### src/rtl/async_fifo_pkg.sv
// Shared types and constants for the async FIFO read-side output stage.
package async_fifo_pkg;

  localparam int unsigned DEFAULT_DATA_WIDTH = 32;
  localparam int unsigned BEAT_CNT_W         = 32;

  typedef logic [1:0] occ_t;

  localparam occ_t OCC_EMPTY = 2'd0;
  localparam occ_t OCC_ONE   = 2'd1;
  localparam occ_t OCC_TWO   = 2'd2;

endpackage

### src/rtl/fifo_out_skid.sv
// Two-entry head/tail output buffer; occupancy doubles as the FSM state.
module fifo_out_skid
  import async_fifo_pkg::*;
#(
  parameter int unsigned DATA_WIDTH = DEFAULT_DATA_WIDTH
) (
  input  logic                  clk_i,
  input  logic                  rst_i,
  input  logic                  push_i,
  input  logic [DATA_WIDTH-1:0] push_data_i,
  input  logic                  pop_i,
  output occ_t                  occ_o,
  output logic                  valid_o,
  output logic [DATA_WIDTH-1:0] head_o
);

  occ_t                  occ_q, occ_d;
  logic                  valid_q, valid_d;
  logic [DATA_WIDTH-1:0] head_q, head_d;
  logic [DATA_WIDTH-1:0] tail_q, tail_d;

  always_ff @(posedge clk_i) begin
    if (rst_i) begin
      occ_q   <= OCC_EMPTY;
      valid_q <= 1'b0;
      head_q  <= '0;
      tail_q  <= '0;
    end else begin
      occ_q   <= occ_d;
      valid_q <= valid_d;
      head_q  <= head_d;
      tail_q  <= tail_d;
    end
  end

  // A push while TWO and a pop while EMPTY are excluded by the read-request gating.
  always_comb begin
    occ_d  = occ_q;
    head_d = head_q;
    tail_d = tail_q;
    case (occ_q)
      OCC_EMPTY: begin
        if (push_i) begin
          head_d = push_data_i;
          occ_d  = OCC_ONE;
        end
      end
      OCC_ONE: begin
        case ({pop_i, push_i})
          2'b10: occ_d = OCC_EMPTY;
          2'b01: begin
            tail_d = push_data_i;
            occ_d  = OCC_TWO;
          end
          2'b11: head_d = push_data_i;
          default: ;
        endcase
      end
      OCC_TWO: begin
        if (pop_i) begin
          head_d = tail_q;
          occ_d  = OCC_ONE;
        end
      end
      default: occ_d = OCC_EMPTY;
    endcase
    valid_d = (occ_d != OCC_EMPTY);
  end

  assign occ_o   = occ_q;
  assign valid_o = valid_q;
  assign head_o  = head_q;

endmodule

### src/rtl/async_fifo_read_fwft.sv
// FWFT valid/ready adapter on the registered FIFO read port (read_clk domain).
// Optional beat counter: define ASYNC_FIFO_RD_BEAT_COUNT_EN to add p_beat_count.
module async_fifo_read_fwft
  import async_fifo_pkg::*;
#(
  parameter int unsigned DATA_WIDTH = DEFAULT_DATA_WIDTH
) (
  input  logic                  read_clk,
  input  logic                  read_rst,
  input  logic                  p_read_empty,
  output logic                  p_read_en,
  input  logic [DATA_WIDTH-1:0] p_read_data,
  output logic                  p_out_valid,
  input  logic                  p_out_ready,
  output logic [DATA_WIDTH-1:0] p_out_data
`ifdef ASYNC_FIFO_RD_BEAT_COUNT_EN
  ,
  output logic [BEAT_CNT_W-1:0] p_beat_count
`endif
);

  logic       inflight_q, inflight_d;
  logic       pop_c;
  logic [2:0] demand_c;
  occ_t       occ;

  assign pop_c    = p_out_valid && p_out_ready;
  // Words held or owed after this cycle's pop; a new read fits only if this is <= 1.
  assign demand_c = 3'(occ) + 3'(inflight_q) - 3'(pop_c);

  always_comb begin
    p_read_en  = !read_rst && !p_read_empty && (demand_c <= 3'd1);
    inflight_d = p_read_en;
  end

  always_ff @(posedge read_clk) begin
    if (read_rst) begin
      inflight_q <= 1'b0;
    end else begin
      inflight_q <= inflight_d;
    end
  end

  fifo_out_skid #(
    .DATA_WIDTH(DATA_WIDTH)
  ) u_skid (
    .clk_i      (read_clk),
    .rst_i      (read_rst),
    .push_i     (inflight_q),
    .push_data_i(p_read_data),
    .pop_i      (pop_c),
    .occ_o      (occ),
    .valid_o    (p_out_valid),
    .head_o     (p_out_data)
  );

`ifdef ASYNC_FIFO_RD_BEAT_COUNT_EN
  logic [BEAT_CNT_W-1:0] beat_cnt_q, beat_cnt_d;

  always_comb begin
    beat_cnt_d = beat_cnt_q;
    if (pop_c) begin
      beat_cnt_d = beat_cnt_q + BEAT_CNT_W'(1);
    end
  end

  always_ff @(posedge read_clk) begin
    if (read_rst) begin
      beat_cnt_q <= '0;
    end else begin
      beat_cnt_q <= beat_cnt_d;
    end
  end

  assign p_beat_count = beat_cnt_q;
`endif

endmodule

### config.mk
export PLATFORM = sky130hd
export DESIGN_NAME = async_fifo_read_fwft
export DESIGN_NICKNAME = d
export VERILOG_FILES = /design/src/rtl/async_fifo_pkg.sv /design/src/rtl/fifo_out_skid.sv /design/src/rtl/async_fifo_read_fwft.sv
export SDC_FILE = /design/constraint.sdc
export NUM_CORES = 1
export LEC_CHECK = 0
export CAP_MARGIN = 15
export CORE_MARGIN = 2
export CORE_UTILIZATION = 54
export CTS_CLUSTER_DIAMETER = 100
export DETAILED_ROUTE_END_ITERATION = 16
export GPL_TIMING_DRIVEN = 0
export HOLD_SLACK_MARGIN = 0.1
export PLACE_DENSITY = 0.87
export SETUP_SLACK_MARGIN = 0.5
export SYNTH_ARGS = -nofsm -noshare
export SYNTH_HDL_FRONTEND = slang
export SYNTH_SLANG_ARGS = --single-unit
### constraint.sdc
create_clock -name read_clk -period 5.3 [get_ports read_clk]
set_clock_uncertainty 0.05 [all_clocks]
set_input_delay 1.325 -clock read_clk [delete_from_list [all_inputs] [get_ports read_clk]]
set_output_delay 1.325 -clock read_clk [all_outputs]
set_load 0.01 [all_outputs]
* Yosys cells after proc, flatten, opt, wreduce, memory -nomap -nowiden
Cells that the tools add are included.
** Word-level totals
- Bits of input ports :: 36
- Output and inout port bits :: 34
- Bits in latches :: 0
- Flip-flop bits (word level) :: 68
- Memory bits (writable) :: 0
- Memories kept :: 0
- ROM bits :: 0
** Cells by class
- Reductions and logical operators :: 10
- Bitwise gates (word level) :: 0
- Multiply operators :: 0
- Shifts and indexed selects :: 0
- Muxes and demuxes :: 8
- Eq/ne operators :: 8
- Magnitude comparators :: 1
- Divide/modulo/power cells :: 0
- $add $sub $neg :: 2
** Operator list (number)
- $mux W32 :: 3
- $pmux W32 S3 :: 1
- $eq A2 B2 Y1 const B :: 3
- $ne A2 B2 Y1 const B :: 3
- $pmux W2 S3 :: 1
- $eq A2 B1 Y1 const B :: 2
- $mux W2 :: 2
- $pmux W2 S2 :: 1
- $reduce_and A4 Y1 :: 1
- $add A2 B1 Y3 :: 1
- $le A3 B1 Y1 const B :: 1
- $logic_and A1 B1 Y1 :: 3
- $reduce_bool A3 Y1 :: 1
- $sub A3 B1 Y3 :: 1
- $logic_not A1 Y1 :: 2
- $logic_not A2 Y1 :: 1
- $reduce_and A2 Y1 :: 1
- $reduce_bool A2 Y1 :: 1

* Logic depth before layout (Yosys ltp)
Gate-level depths: netlist of the first run.
- Word-level depth :: 5
- Gate-level depth with buffers :: 8
- Gate-level depth less buffers :: 7

* By module
Synthesis of the first run repeated with hierarchy kept, for this count alone.
** Second synthesis, totals
- Cell total of the unflattened synthesis :: 318
- Area, all modules :: 3106.7 um^2
** By module, submodules not included
- fifo_out_skid :: cells an instance 307, times used 1, area each 2997.9 um^2
- async_fifo_read_fwft :: cells an instance 11, times used 1, area each 108.9 um^2

* Worst setup path before layout of the first run
Ideal clock, no wire load.
- Path kind :: input port to output port
- Start point :: input p_out_ready
- End point :: output p_read_en
- Path buffers :: 0
- Stages on the path :: 7
- Arrival time :: 2.820 ns
- Slack :: 1.105 ns
- Cell sequence :: nand2_1 -> ha_1 -> ha_1 -> inv_1 -> fa_1 -> xor2_1 -> nor4b_1
** On the way
- Longest elaborated chain between the ends :: 4
** Ends and longest elaborated chain
- start: declaration :: line async_fifo_read_fwft.sv:14 : input logic p_out_ready,
- $logic_and A1 B1 Y1 :: line async_fifo_read_fwft.sv:27 : assign pop_c = p_out_valid && p_out_ready;
- $sub A3 B1 Y3 :: line async_fifo_read_fwft.sv:29 : assign demand_c = 3'(occ) + 3'(inflight_q) - 3'(pop_c);
- $le A3 B1 Y1 :: line async_fifo_read_fwft.sv:32 : p_read_en = !read_rst && !p_read_empty && (demand_c <= 3'd1);
- $logic_and A1 B1 Y1 :: line async_fifo_read_fwft.sv:32
- end: declaration :: line async_fifo_read_fwft.sv:11 : output logic p_read_en,
No other way between the ends.

* Final worst setup path of the first run
Ends and elaborated chain as after synthesis.

==> impl_metrics.json, run 1 <==
{
  "cp_max_fo": 4,
  "cts_root_buf": "clkbuf_8",
  "min_period_over_period_pct": 82.2,
  "power.switching_uw": 315,
  "synth_edf_count": 0,
  "status": "finished, final reports clean",
  "worst_pin_slew_ns": 0.792,
  "grt_pass1_vias": 2666,
  "leakage_uw": 0.00162,
  "cts_sinks": 68,
  "antenna_found_initial": 0,
  "instances_no_fill": 472,
  "cts_tree": "yes",
  "grt_usage_pct": 26.2,
  "vias": 2694,
  "required_ns": 3.92,
  "critPathKind": "input port to output pin",
  "io_buffers": 68,
  "cts_buffer_depth": 2,
  "clkPwrFrac_pct": 30.1,
  "area_growth_pct": 29.1,
  "ys_ff_latch": 68,
  "drt_pass1_iterations": 4,
  "nNetsFinal": 439,
  "syn_avg_cell_area_um2": 9.90,
  "fp-row-count": 27,
  "final_area_mm2": 0.00409,
  "critPathArrivalTime_ns": 2.98,
  "die_w_um": 80.6,
  "period_needed_ns": 4.35,
  "ios": 70,
  "drt-total-wl_mm": 7.88,
  "initial_core_util_pct": 56.8,
  "yosysWarnings": 0,
  "reg2reg_slack_ns": 3.39,
  "htree_levels": 3,
  "fmax_mhz": 230,
  "ant_nets": 0,
  "cp-startpoint": "p_out_ready",
  "synth_top_area_share_pct": 43.0,
  "drtIter0Drc": 137,
  "rsz0062_at_grt": "no",
  "p_sw_share_pct": 27.2,
  "via_per_inst": 5.71,
  "die_h_um": 80.6,
  "setup_viol": 0,
  "pwr_density_cell_mw_per_mm2": 284,
  "die-area_mm2": 0.00650,
  "setup-tns-final_ns": 0,
  "regToRegStartpoint": "u_skid.occ_o[0]",
  "total_power_uw": 1160,
  "p_comb_share_pct": 21.4,
  "r2r-end": "inflight_q",
  "yosysUniqueCellTypes": 26,
  "post-place-ws_ns": 0.113,
  "drive_above_1_share_pct": 19.0,
  "place.gp.congestion": 0.788,
  "placed_cells": 460,
  "clk_pin_slew_ns": 0.06,
  "synth.area.top_cells": "dfxtp_1, a211oi_2, mux2i_1, nand2_1, a211oi_1",
  "ys_seq_area_share_pct": 43.0,
  "synth_top_flop_cell": "dfxtp_1",
  "cts_hold_buf": 0,
  "yosys.area.top_type": "dfxtp_1",
  "post-cts-setup-buffers": 0,
  "worstSkewPairLatency_ns": 0.34,
  "hp-class": "register to register",
  "cp-start-kind": "input port",
  "route.detailed.drc": 0,
  "end_kind": "output pin",
  "hold_viol": 0,
  "hpwl_mm": 5.46,
  "grt_max_degree": 11,
  "avgRoutedWirePerCell_um": 16.7,
  "fillerInstances": 427,
  "core-area_mm2": 0.00557,
  "report.final.slew_viol_count": 0,
  "reg2regPathDepth": 8,
  "syn-cell-area_mm2": 0.00317,
  "grt_pass1_wl_mm": 12.7,
  "syn-num-nets": 360,
  "placed_area_mm2": 0.00394,
  "slew_headroom_pct": 47.2,
  "internal-power_uw": 844,
  "synth_cells": 320,
  "diodes": 0,
  "crit_end": "p_read_en",
  "power_frac_seq_pct": 48.5,
  "async_reset_ff_share_pct": 0,
  "cts_made_buffers": 9,
  "fin_ws_ns": 0.946,
  "max_cap_violations": 0,
  "peakVddDrop_v": 0.000192,
  "overflow": 0
}
[final cells by class]
cell class	instances	area [µm²]	area share, %
Multi-Input combinational cell	214	1610	39.2
Sequential cell	68	1360	33.3
Timing Repair Buffer	68	678	16.6
Buffer	35	199	4.86
Clock buffer	12	145	3.55
Tap cell	72	90.1	2.20
Inverter	3	11.3	0.275
[worst max-delay path, stage by stage]
cell and delay, ns:
dlymetal6s2s_1 0.13, nand2_2 0.10, ha_1 0.28, ha_1 0.14, inv_1 0.05, fa_1 0.37
xor2_1 0.17, nor4b_2 0.25, buf_2 0.17
[cells by family (layout without fill, tap and decap cells)]
logic type,count (synthesis),count (layout),share of synthesized area (%)
AO/OA/AOI/OAI,101,101,28.0
adder cells (fa/ha/maj),4,4,1.82
AND/OR/NAND/NOR,75,75,9.83
flip-flops,68,68,43.0
buffers and inverters,38,118,6.64
multiplexers,33,33,10.4
XOR/XNOR,1,1,0.277
[per-stage QoR]
step / hold slack, ns / util [%]
final: 0.405 / 73.4
after global routing: 0.425 / 73.4
after CTS: 0.405 / 73.2
after detailed placement: 0.396 / 70.7
after global placement: 0.390 / 70.7
after floorplan: 0.386 / -
[routing by layer]
| layer | GRT usage [%] | up-vias | share of wire (%) |
|---|---|---|---|
| li1 | - | 1304 | - |
| met4 | 11.7 | 0 | 1.9 |
| met2 | 43.9 | 90 | 51 |
| met1 | 32.5 | 1284 | 42 |
| met5 | 0 | - | 0 |
| met3 | 5.17 | 16 | 5.7 |
[placed cells by master (no fill, tap or decap), types with 2 or more instances in the layout]
| master | instances |
|---|---|
| dfxtp_1 | 68 |
| clkdlybuf4s50_1 | 66 |
| nand2_1 | 64 |
| a211oi_2 | 40 |
| mux2i_1 | 33 |
| a21oi_1 | 33 |
| a211oi_1 | 24 |
| clkbuf_1 | 15 |
| buf_2 | 13 |
| clkbuf_8 | 10 |
| buf_4 | 4 |
| buf_6 | 4 |
| inv_1 | 3 |
| nor2_1 | 3 |
| ha_1 | 3 |
| clkbuf_4 | 2 |
[power by group through the flow]
| stage | registers [µW] | clock network (µW) | logic, µW |
|---|---|---|---|
| finish | 563 | 349 | 248 |
| CTS | 562 | 354 | 248 |
| global route | 565 | 376 | 268 |
| global placement | 572 | 0 | 239 |
| detailed placement | 573 | 0 | 246 |
| floorplan | 582 | 0 | 130 |
[worst min path at each step]
stage,from,end,slack (ns),cells after the start
floorplan,u_skid.tail_q[0],u_skid.tail_q[0],0.39,2
global placement,u_skid.tail_q[31],u_skid.tail_q[31],0.39,2
detailed placement,u_skid.tail_q[10],u_skid.tail_q[10],0.40,2
CTS,u_skid.tail_q[10],u_skid.tail_q[10],0.40,2
global route,u_skid.tail_q[3],u_skid.tail_q[3],0.42,2
finish,u_skid.tail_q[28],u_skid.tail_q[28],0.41,2
[registers in the layout, indices dropped and copies added (netlist names)]
signal,count
inflight_q,1
u_skid.head_o,32
u_skid.occ_o,2
u_skid.valid_o,1
u_skid.tail_q,32
[synth_stat cells, types with 2 or more instances]
| master | instances |
|---|---|
| a21oi_1 | 33 |
| nand2_1 | 65 |
| nor2_1 | 3 |
| buf_6 | 4 |
| buf_4 | 4 |
| dfxtp_1 | 68 |
| clkbuf_4 | 2 |
| a211oi_1 | 24 |
| ha_1 | 3 |
| inv_1 | 3 |
| buf_2 | 12 |
| clkbuf_1 | 13 |
| a211oi_2 | 40 |
| nor4b_1 | 2 |
| mux2i_1 | 33 |
[timing repair]
action,CTS,global route
setup endpoints to repair,1,1
pin swaps,1,0
resized for setup,6,2
Power figures use the tool's default switching activity.
==> run 2, diff against run 1 <==
- CORE_UTILIZATION: 54 -> 45
- PLACE_DENSITY: 0.87 -> 0.77
- clock period: 5.3 -> 4 ns (I/O delays scaled with it)
==> impl_metrics.json, run 2 (same netlist as run 1, synthesis figures left out) <==
{
  "busiest_layer": "met2",
  "cts_sinks": 68,
  "die_h_um": 87.9,
  "crit_end": "p_read_en",
  "drt-total-wl_mm": 7.63,
  "report.final.slew_viol_count": 0,
  "die-area_mm2": 0.00773,
  "p_sw_share_pct": 27.7,
  "critPathArrivalTime_ns": 2.43,
  "fmax_mhz": 287,
  "rsz0062_at_grt": "yes",
  "grt_pass1_wl_mm": 12.2,
  "core-area_mm2": 0.00679,
  "min_period_over_period_pct": 87.1,
  "clk_pin_slew_ns": 0.07,
  "antenna_found_initial": 0,
  "period_needed_ns": 3.48,
  "gr-usage-met3_pct": 4.34,
  "cts_made_buffers": 9,
  "regArea_mm2": 0.00136,
  "hpwl_mm": 5.19,
  "drt_pass1_iterations": 4,
  "peakVddDrop_v": 0.000191,
  "pwr_density_cell_mw_per_mm2": 386,
  "reg2reg_slack_ns": 2.15,
  "hold_viol": 0,
  "worstSkewPairLatency_ns": 0.34,
  "overflow": 0,
  "grt_usage_pct": 20.5,
  "area_growth_pct": 33.3,
  "nNetsFinal": 441,
  "cp-startpoint": "p_out_ready",
  "fp-row-count": 30,
  "r2r-end": "u_skid.tail_q[15]",
  "cp_common_cell": "ha_4",
  "layout_common_cells": "dfxtp_1, clkdlybuf4s50_1, nand2_1",
  "internal-power_uw": 1180,
  "fin_util_pct": 62.2,
  "diodes": 0,
  "drive_above_1_share_pct": 22.2,
  "slew_headroom_pct": 52.5,
  "total_power_uw": 1630,
  "htree_levels": 3,
  "vias": 2657,
  "leakage_uw": 0.00165,
  "max_cap_violations": 0,
  "ant_nets": 0,
  "power_frac_seq_pct": 45.8,
  "end_kind": "output pin",
  "fillerInstances": 584,
  "reg2regPathDepth": 7,
  "slowest_stage": "fa_2",
  "avgRoutedWirePerCell_um": 15.2,
  "final_common_cell": "dfxtp_1",
  "die_w_um": 87.9,
  "ios": 70,
  "initial_core_util_pct": 46.6,
  "drtIter0Drc": 123,
  "worstPathCellList": "buf_8, nand2_4, ha_4, ha_4, inv_2, fa_2, xor2_2, nor4b_2, buf_2",
  "p_comb_share_pct": 20.4,
  "critPathKind": "input port to output pin",
  "multiInputGateArea_mm2": 0.00165,
  "cts_buffer_depth": 2,
  "use_met2_pct": 31.6,
  "worst_pin_slew_ns": 0.712,
  "hp-class": "register to register",
  "regToRegStartpoint": "u_skid.valid_o",
  "cts_tree": "yes",
  "place.gp.congestion": 0.802,
  "met1_usage_pct": 28.0,
  "clkPwrFrac_pct": 33.8,
  "cp-start-kind": "input port",
  "grt_pass1_vias": 2537,
  "cp_max_fo": 2,
  "slowest_delay_ns": 0.34,
  "cts_root_buf": "clkbuf_8",
  "setup_viol": 0,
  "status": "finished, final reports clean",
  "grt_max_degree": 13,
  "required_ns": 2.95,
  "route.detailed.drc": 0,
  "power.switching_uw": 451,
  "io_buffers": 68,
  "via_per_inst": 5.29
}
[run 2: cell count changes in the layout (fill, tap and decap cells not counted), sizes merged]
cell,change
buf,+3
bufinv,+1
clkbuf,-3
clkinv,+3
clkinvlp,+3
dlymetal6s2s,-1
[run 2: what timing repair did]
item / in CTS / in global routing
pin swaps: 3 / 2
gates resized for setup: 18 / 0
hold buffers: 0 / 0
setup buffers: 2 / 0
endpoints found under the setup margin: 1 / 1
[run 2: power groups by stage]
stage	sequential (µW)	combinational [µW]	clock, µW
after floorplan	771	172	0
after global placement	759	320	0
after detailed placement	760	326	0
after CTS	746	334	563
after global routing	750	360	591
final	746	333	550
[run 2: final cells by class]
| cell class | count | share of cell area, % |
|---|---|---|
| buffer | 35 | 4.71 |
| timing repair buffer | 70 | 16.5 |
| multi-input combinational | 214 | 39.0 |
| inverter | 3 | 0.267 |
| tap | 96 | 2.84 |
| clock inverter | 7 | 1.60 |
| sequential | 68 | 32.2 |
| clock buffer | 9 | 2.93 |
[run 2: per-stage QoR]
step	cells	hold slack [ns]	worst slack [ns]	cell area, µm²	TNS, ns
6_report	502	0.405	0.518	4220	0
2_1_floorplan	320	0.386	0.581	3170	0
5_1_grt	502	0.422	0.475	4220	0
3_5_place_dp	484	0.396	-0.490	3980	-0.490
4_1_cts	502	0.406	0.458	4220	0
3_3_place_gp	484	0.390	-0.482	3980	-0.482
[run 2: how the worst min path moves through the flow]
stage,from,to,slack [ns],depth (start not counted)
finish,u_skid.tail_q[6],u_skid.tail_q[6],0.40,2
global route,u_skid.tail_q[22],u_skid.tail_q[22],0.42,2
CTS,u_skid.tail_q[6],u_skid.tail_q[6],0.41,2
detailed placement,u_skid.tail_q[6],u_skid.tail_q[6],0.40,2
global placement,u_skid.tail_q[17],u_skid.tail_q[17],0.39,2
floorplan,u_skid.tail_q[0],u_skid.tail_q[0],0.39,2
[run 2: critical path: cells and delay by family]
| family | cells | cell delay (ns) |
|---|---|---|
| XOR/XNOR | 1 | 0.16 |
| adder cells (fa/ha/maj) | 3 | 0.73 |
| buffers and inverters | 3 | 0.28 |
| AND/OR/NAND/NOR | 2 | 0.27 |
[run 2: routing by layer]
layer  vias to the layer above  share of wire, %
met5                         -                 0
li1                       1312                 -
met2                        69                46
met3                        11               4.3
met1                      1265                48
met4                         0               1.7
